**config.mk**
```make
export PLATFORM = sky130hd
export DESIGN_NAME = clk_en_ctrl
export DESIGN_NICKNAME = d
export VERILOG_FILES = /design/src/rtl/clk_ctrl_pkg.sv /design/src/rtl/clk_period_cnt.sv /design/src/rtl/clk_en_ctrl.sv
export SDC_FILE = /design/constraint.sdc
export NUM_CORES = 1
export LEC_CHECK = 0
export BUFFER_PORTS_ARGS = -buffer_cell sky130_fd_sc_hd__buf_4
export CELL_PAD_IN_SITES_DETAIL_PLACEMENT = 1
export CELL_PAD_IN_SITES_GLOBAL_PLACEMENT = 1
export CORE_MARGIN = 5
export CORE_UTILIZATION = 47
export CTS_CLUSTER_DIAMETER = 60
export DETAILED_ROUTE_END_ITERATION = 6
export GPL_ROUTABILITY_DRIVEN = 0
export GPL_TIMING_DRIVEN = 0
export PLACE_DENSITY = 0.83
export SYNTH_ARGS = -nofsm -noshare
export SYNTH_HDL_FRONTEND = slang
export SYNTH_SLANG_ARGS = --single-unit
```
**constraint.sdc**
```tcl
create_clock -name clk_in -period 4.15 [get_ports clk_in]
set_clock_uncertainty 0.15 [all_clocks]
set_input_delay 0.2075 -clock clk_in [delete_from_list [all_inputs] [get_ports clk_in]]
set_output_delay 0.2075 -clock clk_in [all_outputs]
set_load 0.01 [all_outputs]
```
**src/rtl/clk_ctrl_pkg.sv**
```systemverilog
`default_nettype none
// ============================================================================
// Module      : clk_ctrl_pkg
// Description : Shared encodings for the clock-enable controller: FSM state
//               codes, mode codes, divide-exponent width and the exponent
//               clamp helper.
// Revision    : 1.0 - initial release
// ============================================================================
package clk_ctrl_pkg;

  // FSM state encoding
  localparam logic [1:0] c_ST_HALT = 2'b00;
  localparam logic [1:0] c_ST_RUN  = 2'b01;
  localparam logic [1:0] c_ST_STEP = 2'b10;

  // Mode input codes; anything other than RUN behaves as HALT
  localparam logic [1:0] c_MODE_HALT = 2'b00;
  localparam logic [1:0] c_MODE_RUN  = 2'b01;

  // Width of a divide exponent (matches the div_sel port)
  localparam int c_EXP_W = 3;

  // Limit a requested exponent to the largest the counter can represent.
  function automatic logic [c_EXP_W-1:0] clamp_exp(
    input logic [c_EXP_W-1:0] sel,
    input int unsigned        max_exp
  );
    if (32'(sel) > max_exp) return c_EXP_W'(max_exp);
    return sel;
  endfunction

endpackage : clk_ctrl_pkg
`default_nettype wire

```
**src/rtl/clk_period_cnt.sv**
```systemverilog
`default_nettype none
// ============================================================================
// Module      : clk_period_cnt
// Description : Period counter for the clock-enable controller. Counts
//               0..2^i_exp-1 while enabled, flags the last count and selects
//               the divided square-wave bit.
// Ports       : clk       - clock
//               rst       - synchronous active-high reset
//               i_en      - count enable (held at zero when low)
//               i_exp     - active divide exponent
//               o_wrap    - counter is at its last value (2^i_exp - 1)
//               o_clk_out - divided square wave (0 when i_exp == 0)
// Revision    : 1.0 - initial release
// ============================================================================
module clk_period_cnt
  import clk_ctrl_pkg::*;
#(
  parameter int CNT_W = 7
) (
  input  logic               clk,
  input  logic               rst,
  input  logic               i_en,
  input  logic [c_EXP_W-1:0] i_exp,
  output logic               o_wrap,
  output logic               o_clk_out
);

  logic [CNT_W-1:0] r_cnt;
  logic [CNT_W-1:0] w_last;
  logic             w_clk_out;

  // Last count value is 2^i_exp - 1: the low i_exp bits set.
  always_comb begin
    w_last = '0;
    for (int i = 0; i < CNT_W; i++) begin
      w_last[i] = (int'(i_exp) > i);
    end
  end

  assign o_wrap = (r_cnt == w_last);

  // MSB of the active count range gives a 50% duty square wave.
  always_comb begin
    w_clk_out = 1'b0;
    if (i_exp != '0) begin
      w_clk_out = r_cnt[i_exp - c_EXP_W'(1)];
    end
  end

  assign o_clk_out = w_clk_out;

  // Disabled counter sits at zero so a restart always begins a full period.
  always_ff @(posedge clk) begin
    if (rst || !i_en || o_wrap) begin
      r_cnt <= '0;
    end else begin
      r_cnt <= r_cnt + CNT_W'(1);
    end
  end

endmodule : clk_period_cnt
`default_nettype wire

```
**src/rtl/clk_en_ctrl.sv**
```systemverilog
`default_nettype none
// ============================================================================
// Module      : clk_en_ctrl
// Description : Clock-enable controller. Generates a one-cycle CPU enable
//               once every 2^div_act cycles in RUN, or for a single period in
//               STEP, with glitch-free ratio changes at period boundaries.
// Ports       : clk_in      - clock, all logic on rising edge
//               rst         - synchronous active-high reset
//               mode        - 00 HALT, 01 RUN, 10/11 HALT
//               step_req    - request a single period (honoured in HALT)
//               div_sel     - requested divide exponent
//               div_load    - strobe capturing div_sel
//               cpu_ena     - one-cycle enable at the end of each period
//               clk_out     - divided square wave
//               running     - FSM in RUN or STEP
//               cfg_pending - a loaded ratio awaits its boundary
//               cfg_done    - pulse the cycle after a ratio is applied
//               step_done   - pulse the cycle after a STEP completes
// Revision    : 1.0 - initial release
// ============================================================================
module clk_en_ctrl
  import clk_ctrl_pkg::*;
#(
  parameter int MAX_LOG2 = 7,
  parameter int RST_LOG2 = 3
) (
  input  logic         clk_in,
  input  logic         rst,
  input  logic [1:0]   mode,
  input  logic         step_req,
  input  logic [2:0]   div_sel,
  input  logic         div_load,
  output logic         cpu_ena,
  output logic         clk_out,
  output logic         running,
  output logic         cfg_pending,
  output logic         cfg_done,
  output logic         step_done
);

  logic [1:0]         r_state;
  logic [1:0]         w_state_nxt;
  logic [c_EXP_W-1:0] r_div_act;
  logic [c_EXP_W-1:0] r_div_pend;
  logic               r_cfg_pending;
  logic               r_cfg_done;
  logic               r_step_done;

  logic               w_active;
  logic               w_wrap;
  logic               w_tick;
  logic               w_mode_run;
  logic               w_apply_pt;
  logic [c_EXP_W-1:0] w_sel_clamped;
  logic               w_cpu_ena;
  logic               w_running;

  assign w_mode_run    = (mode == c_MODE_RUN);
  assign w_active      = (r_state == c_ST_RUN) || (r_state == c_ST_STEP);
  assign w_tick        = w_active && w_wrap;
  assign w_sel_clamped = clamp_exp(div_sel, MAX_LOG2);

  // A ratio may only change where no period is in flight: at a tick, or
  // anywhere while halted.
  assign w_apply_pt = (r_state == c_ST_HALT) || w_tick;

  clk_period_cnt #(
    .CNT_W (MAX_LOG2)
  ) u_cnt (
    .clk       (clk_in),
    .rst       (rst),
    .i_en      (w_active),
    .i_exp     (r_div_act),
    .o_wrap    (w_wrap),
    .o_clk_out (clk_out)
  );

  // ---------------------------------------------------------------- state reg
  always_ff @(posedge clk_in) begin
    if (rst) begin
      r_state <= c_ST_HALT;
    end else begin
      r_state <= w_state_nxt;
    end
  end

  // --------------------------------------------------------------- next state
  always_comb begin
    w_state_nxt = r_state;
    case (r_state)
      c_ST_HALT: begin
        if (w_mode_run) begin
          w_state_nxt = c_ST_RUN;
        end else if (step_req) begin
          w_state_nxt = c_ST_STEP;
        end
      end
      c_ST_RUN: begin
        // Only leave at a period boundary so no partial period is emitted.
        if (w_tick && !w_mode_run) begin
          w_state_nxt = c_ST_HALT;
        end
      end
      c_ST_STEP: begin
        if (w_tick) begin
          w_state_nxt = c_ST_HALT;
        end
      end
      default: w_state_nxt = c_ST_HALT;
    endcase
  end

  // ------------------------------------------------------------------ outputs
  // cpu_ena is masked by rst so a reset landing on a tick cycle never fires.
  always_comb begin
    w_running = (r_state != c_ST_HALT);
    w_cpu_ena = w_tick && !rst;
  end

  assign running     = w_running;
  assign cpu_ena     = w_cpu_ena;
  assign cfg_pending = r_cfg_pending;
  assign cfg_done    = r_cfg_done;
  assign step_done   = r_step_done;

  // ----------------------------------------------------------- ratio handling
  // A load coinciding with an apply point bypasses the pending register.
  always_ff @(posedge clk_in) begin
    if (rst) begin
      r_div_act     <= c_EXP_W'(RST_LOG2);
      r_div_pend    <= c_EXP_W'(RST_LOG2);
      r_cfg_pending <= 1'b0;
      r_cfg_done    <= 1'b0;
      r_step_done   <= 1'b0;
    end else begin
      r_cfg_done  <= 1'b0;
      r_step_done <= (r_state == c_ST_STEP) && w_tick;
      if (w_apply_pt && div_load) begin
        r_div_act     <= w_sel_clamped;
        r_div_pend    <= w_sel_clamped;
        r_cfg_pending <= 1'b0;
        r_cfg_done    <= 1'b1;
      end else if (w_apply_pt && r_cfg_pending) begin
        r_div_act     <= r_div_pend;
        r_cfg_pending <= 1'b0;
        r_cfg_done    <= 1'b1;
      end else if (div_load) begin
        r_div_pend    <= w_sel_clamped;
        r_cfg_pending <= 1'b1;
      end
    end
  end

endmodule : clk_en_ctrl
`default_nettype wire

```
==> qor.txt, run 1 <==
Fin. Hold Viols -> 0
CTS tree -> built
Vias/cell -> 5.728
DP Area -> 1381 µm²
Setup Buffers After CTS -> 0
crit end category -> output pin
post-route design area -> 1438 µm²
maximum VDD drop -> 227.3 µV
CTS sink cnt -> 18
nets in the synthesized netlist -> 153
first-pass GRT wire length -> 5.126 mm
DR WL/cell -> 17.04 µm
clock slew seen by the registers of the worst setup and hold paths -> 0.12 ns
# setup viols final -> 0
core area -> 2500 µm²
vias in the first global route -> 1130
drt pass-1 iters -> 4
chip width -> 61.49 µm
Mapped Area -> 1246 µm²
height of the die -> 61.49 µm
GRT Total Usage -> 0.1825
fmax -> 359.1 MHz
Fillers -> 293
io pins -> 15
Iteration-0 DRC Markers -> 26
DP Wirelength -> 2.334 mm
ys async rst share -> 0
Final Cycle Share -> 0.6711
Ys Warns -> 0
Worst Path Arrival -> 2.43 ns
clock share of power -> 0.248
CTS Buf Count -> 3
clk_lat worst skew -> 0.31 ns
status -> finished clean
setup TNS -> 0 ns
Root Buffer -> clkbuf_4
most frequent cells in the layout -> 18 x dfxtp_1, 17 x buf_4, 14 x nor2_1, 9 x ha_1, 8 x inv_1
Worst Path Max Fanout -> 10
ant diodes -> 0
Synth cell types -> 51
cell-internal power -> 0.0003121 W
Psw -> 0.0001608 W
largest net degree at the start of global routing -> 11
CP startpoint kind -> register
syn avg cell area -> 9.231 µm²
remaining global-route overflow -> 0
NumNets Final -> 173
final wirelength -> 3.135 mm
unrepaired setup endpoints after global routing -> no
PortBufs -> 13
# rows -> 18
share of post-route cells with drive strength above 1 -> 0.2597
P_leak -> 0.5988 nW
vias -> 1054
Sw Ratio -> 0.3400
combinational power share -> 0.330
Least-Margin Pin Slew -> 0.4188 ns
sequential area share after synthesis -> 0.2892
starting density of the core -> 0.4985
die area -> 3781 µm²
clk buf depth -> 2
CP required -> 3.79 ns
H-tree Lvls -> 1
Tmin final -> 2.785 ns
worst hold path type -> in -> reg
dominant synthesized flop cell -> dfxtp_1
normalized max-slew margin -> 0.7179
P&R area growth vs syn -> 15.36%
commonest non-fill, non-tap cell in the layout -> dfxtp_1
kind of critical path -> reg -> out
max-slew violations -> 0
post-CTS sizing -> 0
Antenna Nets Post-Route -> 0
EDFF count, synth -> 0
flops & latches, synth -> 18
drc violations -> 0
Post-CTS Hold Fix Bufs -> 2
Synth Instances -> 135
share of power burned in registers -> 0.421
power per cell area -> 329.0 nW/µm²
initial antenna violation count -> 0
MaxCap Viol Count -> 0
==> metal layers <==
| metal | GRT usage | vias to the layer above | part of all wire |
|---|---|---|---|
| met5 | 0 | - | 0 |
| met4 | 0.06667 | 0 | 0.019 |
| met3 | 0.04193 | 9 | 0.036 |
| met2 | 0.3468 | 16 | 0.54 |
| met1 | 0.1927 | 506 | 0.41 |
| li1 | - | 523 | - |
==> critical path, stage by stage, from the launching register on <==
cell and delay [ns]:
dfxtp_1 0.38, buf_4 0.18, inv_1 0.10, ha_1 0.35
mux4_1 0.60, nand2b_1 0.17, o211ai_1 0.09, o31ai_1 0.09
buf_4 0.15
==> sequential cells by signal (all words and copies together) (netlist names) <==
| name | count |
|---|---|
| r_state | 2 |
| r_div_pend | 3 |
| cfg_pending | 1 |
| r_div_act | 3 |
| step_done | 1 |
| cfg_done | 1 |
| u_cnt.r_cnt | 7 |
==> stage by stage <==
stage	utilization	power (W)	setup slack [ns]	instances	hold slack (ns)
final	0.5751	0.0004730	1.365	184	0.004514
after global routing	0.5751	0.0004941	1.257	184	0.007212
after CTS	0.5751	0.0004740	1.341	184	0.005900
after detailed placement	0.5526	0.0003575	1.689	178	0.2954
after global placement	0.5526	0.0003476	1.768	178	0.2877
after floorplan	-	0.0003134	1.977	135	0.1723
==> synthesized netlist by cell type (2+ instances only) <==
cell type | number | area share
nand3_1 | 7 | 0.028
dfxtp_1 | 18 | 0.29
a211o_1 | 3 | 0.021
mux2_2 | 2 | 0.018
nand2b_1 | 4 | 0.020
buf_4 | 4 | 0.024
o21ai_0 | 3 | 0.012
nor2b_1 | 3 | 0.015
or2_2 | 3 | 0.015
nor3_1 | 2 | 0.0080
a21oi_1 | 3 | 0.012
xor2_1 | 4 | 0.028
nand2_1 | 4 | 0.012
mux2i_1 | 4 | 0.032
o211ai_1 | 4 | 0.024
o31ai_1 | 2 | 0.012
inv_1 | 8 | 0.024
ha_1 | 9 | 0.090
nor2_1 | 14 | 0.042
xnor2_1 | 3 | 0.021
==> final timing paths <==
check	endpoint	startpoint	slack (ns)	cells past startpoint
max reg2reg	r_div_act[1]	r_div_act[1]	1.74	8
max	clk_out	r_div_act[1]	1.37	8
min	r_div_pend[1]	rst	0.005	2
min reg2reg	u_cnt.r_cnt[0]	u_cnt.r_cnt[0]	0.39	1
==> kinds of logic after synthesis <==
logic type | synth area share
AND/OR/NAND/NOR | 0.2149
buffers and inverters | 0.06024
AO/OA/AOI/OAI | 0.2129
flip-flops | 0.2892
adder cells (fa/ha/maj) | 0.09036
multiplexers | 0.08333
XOR/XNOR | 0.04920
==> power by group through the flow <==
stage / Sequential (W) / Clock [W] / Combinational (W)
global placement: 0.000201 / 0 / 0.000146
finish: 0.000199 / 0.000117 / 0.000156
CTS: 0.000200 / 0.000117 / 0.000157
global route: 0.000201 / 0.000122 / 0.000171
floorplan: 0.000200 / 0 / 0.000114
detailed placement: 0.000203 / 0 / 0.000154
==> final cells by class <==
cell class,instances,area (µm²),share of cell area
Sequential cell,18,360.3,0.2507
Multi-Input combinational cell,103,810.8,0.5640
Clock buffer,4,36.28,0.02524
Inverter,8,30.03,0.02089
Timing Repair Buffer,15,117.6,0.08181
Buffer,6,45.04,0.03133
Tap cell,30,37.54,0.02611
(Power assumes the default switching activity.)
==> inputs of run 2 (changes only) <==
--- a/config.mk
+++ b/config.mk
@@ -9,12 +9,12 @@
 export CELL_PAD_IN_SITES_DETAIL_PLACEMENT = 1
 export CELL_PAD_IN_SITES_GLOBAL_PLACEMENT = 1
 export CORE_MARGIN = 5
-export CORE_UTILIZATION = 47
+export CORE_UTILIZATION = 43
 export CTS_CLUSTER_DIAMETER = 60
 export DETAILED_ROUTE_END_ITERATION = 6
 export GPL_ROUTABILITY_DRIVEN = 0
 export GPL_TIMING_DRIVEN = 0
-export PLACE_DENSITY = 0.83
+export PLACE_DENSITY = 0.77
 export SYNTH_ARGS = -nofsm -noshare
 export SYNTH_HDL_FRONTEND = slang
 export SYNTH_SLANG_ARGS = --single-unit
==> constraint.sdc (replaced) <==
create_clock -name clk_in -period 2.77 [get_ports clk_in]
set_clock_uncertainty 0.15 [all_clocks]
set_input_delay 0.1385 -clock clk_in [delete_from_list [all_inputs] [get_ports clk_in]]
set_output_delay 0.1385 -clock clk_in [all_outputs]
set_load 0.01 [all_outputs]
==> run 2 against run 1 <==
  * Design area up 3.3%
  * Sequential cell count unchanged
  * Critical endpoint is now cpu_ena
  * Critical path depth up 1
  * Largest power group unchanged
  * Via count up 1.9%
==> qor.txt, run 2 (same netlist as run 1, synthesis figures left out) <==
final wirelength -> 2.997 mm
Pwr Total -> 0.0006744 W
Tmin final -> 2.593 ns
CTS Buf Count -> 3
dpl ws -> 0.3503 ns
vias -> 1074
fin cells -> 189
largest net degree at the start of global routing -> 11
Iteration-0 DRC Markers -> 45
height of the die -> 63.84 µm
share of post-route cells with drive strength above 1 -> 0.2785
max-slew violations -> 0
die area -> 4075 µm²
drc violations -> 0
kind of critical path -> reg -> out
Vias/cell -> 5.683
commonest non-fill, non-tap cell in the layout -> buf_4
Root Buffer -> clkbuf_4
CTS tree -> built
CP startpoint kind -> register
multi-input logic area -> 823.3 µm²
drt pass-1 iters -> 4
setup TNS -> 0 ns
MaxCap Viol Count -> 0
Fin. Hold Viols -> 0
Final WS setup -> 0.1775 ns
Top Registers -> u_cnt.r_cnt x7, r_div_act x3, r_div_pend x3
Worst Path Arrival -> 2.30 ns
status -> finished clean
PortBufs -> 13
power per cell area -> 454.1 nW/µm²
Biggest register -> u_cnt.r_cnt
clock slew seen by the registers of the worst setup and hold paths -> 0.10 ns
Antenna Nets Post-Route -> 0
Worst Path Max Fanout -> 10
io pins -> 15
DP Wirelength -> 2.257 mm
GRT Total Usage -> 0.1626
# rows -> 19
core area -> 2758 µm²
unrepaired setup endpoints after global routing -> yes
initial antenna violation count -> 0
Least-Margin Pin Slew -> 0.3950 ns
crit end category -> output pin
P&R area growth vs syn -> 19.18%
NumNets Final -> 178
ant diodes -> 0
CP required -> 2.48 ns
most frequent cells in the layout -> 19 x buf_4, 16 x dfxtp_1, 14 x nor2_1, 8 x inv_1, 8 x ha_1
H-tree Lvls -> 1
remaining global-route overflow -> 0
worst hold path type -> in -> reg
DR WL/cell -> 15.86 µm
chip width -> 63.84 µm
first-pass GRT wire length -> 5.485 mm
starting density of the core -> 0.4519
Final Cycle Share -> 0.9359
maximum VDD drop -> 357.5 µV
clk_lat worst skew -> 0.30 ns
Final Util -> 0.5386
normalized max-slew margin -> 0.7339
clk buf depth -> 2
flip-flop and latch area -> 362.8 µm²
max reg flops -> 7
vias in the first global route -> 1204
placed instance count -> 179
P_leak -> 0.6092 nW
CTS sink cnt -> 18
fmax -> 385.7 MHz
# setup viols final -> 0
Fillers -> 336
## run 2: where the power goes
part / internal [W] / switching (W) / leakage [nW]
clock: 0.0000507 / 0.0000831 / 0.0138
combinational: 0.000117 / 0.000125 / 0.449
sequential: 0.000278 / 0.0000200 / 0.146
## run 2: per-layer routing
| layer | share of wire | wire (µm) | global-route usage | up-vias |
|---|---|---|---|---|
| li1 | - | - | - | 538 |
| met1 | 0.47 | 1399 | 0.2189 | 511 |
| met2 | 0.49 | 1465 | 0.2701 | 20 |
| met3 | 0.034 | 102 | 0.01576 | 5 |
| met4 | 0.0097 | 29 | 0.05455 | 0 |
| met5 | 0 | 0 | 0 | - |
## run 2: cell type report
type | instances | area share
Multi-Input combinational cell | 103 | 0.5543
Sequential cell | 18 | 0.2443
Timing Repair Buffer | 20 | 0.1095
Buffer | 6 | 0.03033
Tap cell | 31 | 0.02612
Inverter | 8 | 0.02022
Clock buffer | 3 | 0.01516
## run 2: worst paths after layout
check                                    from            end  slack, ns  cells past startpoint
worst max-delay path             r_div_act[1]        cpu_ena       0.18                      9
worst min-delay path                      rst   r_div_act[0]       0.06                      3
worst max register to register   r_div_act[1]     r_state[1]       0.30                      9
worst min register to register  r_div_pend[2]  r_div_pend[2]       0.37                      2
## run 2: repair_timing
action	4_1_cts	5_1_grt
hold buffers	5	0
setup endpoints to repair	0	2
resized for setup	0	3
hold endpoints to repair	3	0
setup buffers	0	2
## run 2: critical path: stages (launching register included)
cell,delay [ns]
dfxtp_2,0.35
buf_4,0.16
inv_1,0.17
ha_1,0.19
o21ba_4,0.17
or3_4,0.34
a221oi_4,0.30
nand2_2,0.10
nor2_1,0.10
buf_4,0.13
## run 2: through the flow
stage          hold WS [ns]  instance area, µm²
2_1_floorplan        0.1033                1246
3_3_place_gp         0.2231                1383
3_5_place_dp         0.2255                1383
4_1_cts             0.05920                1455
5_1_grt             0.06416                1485
6_report            0.06096                1485
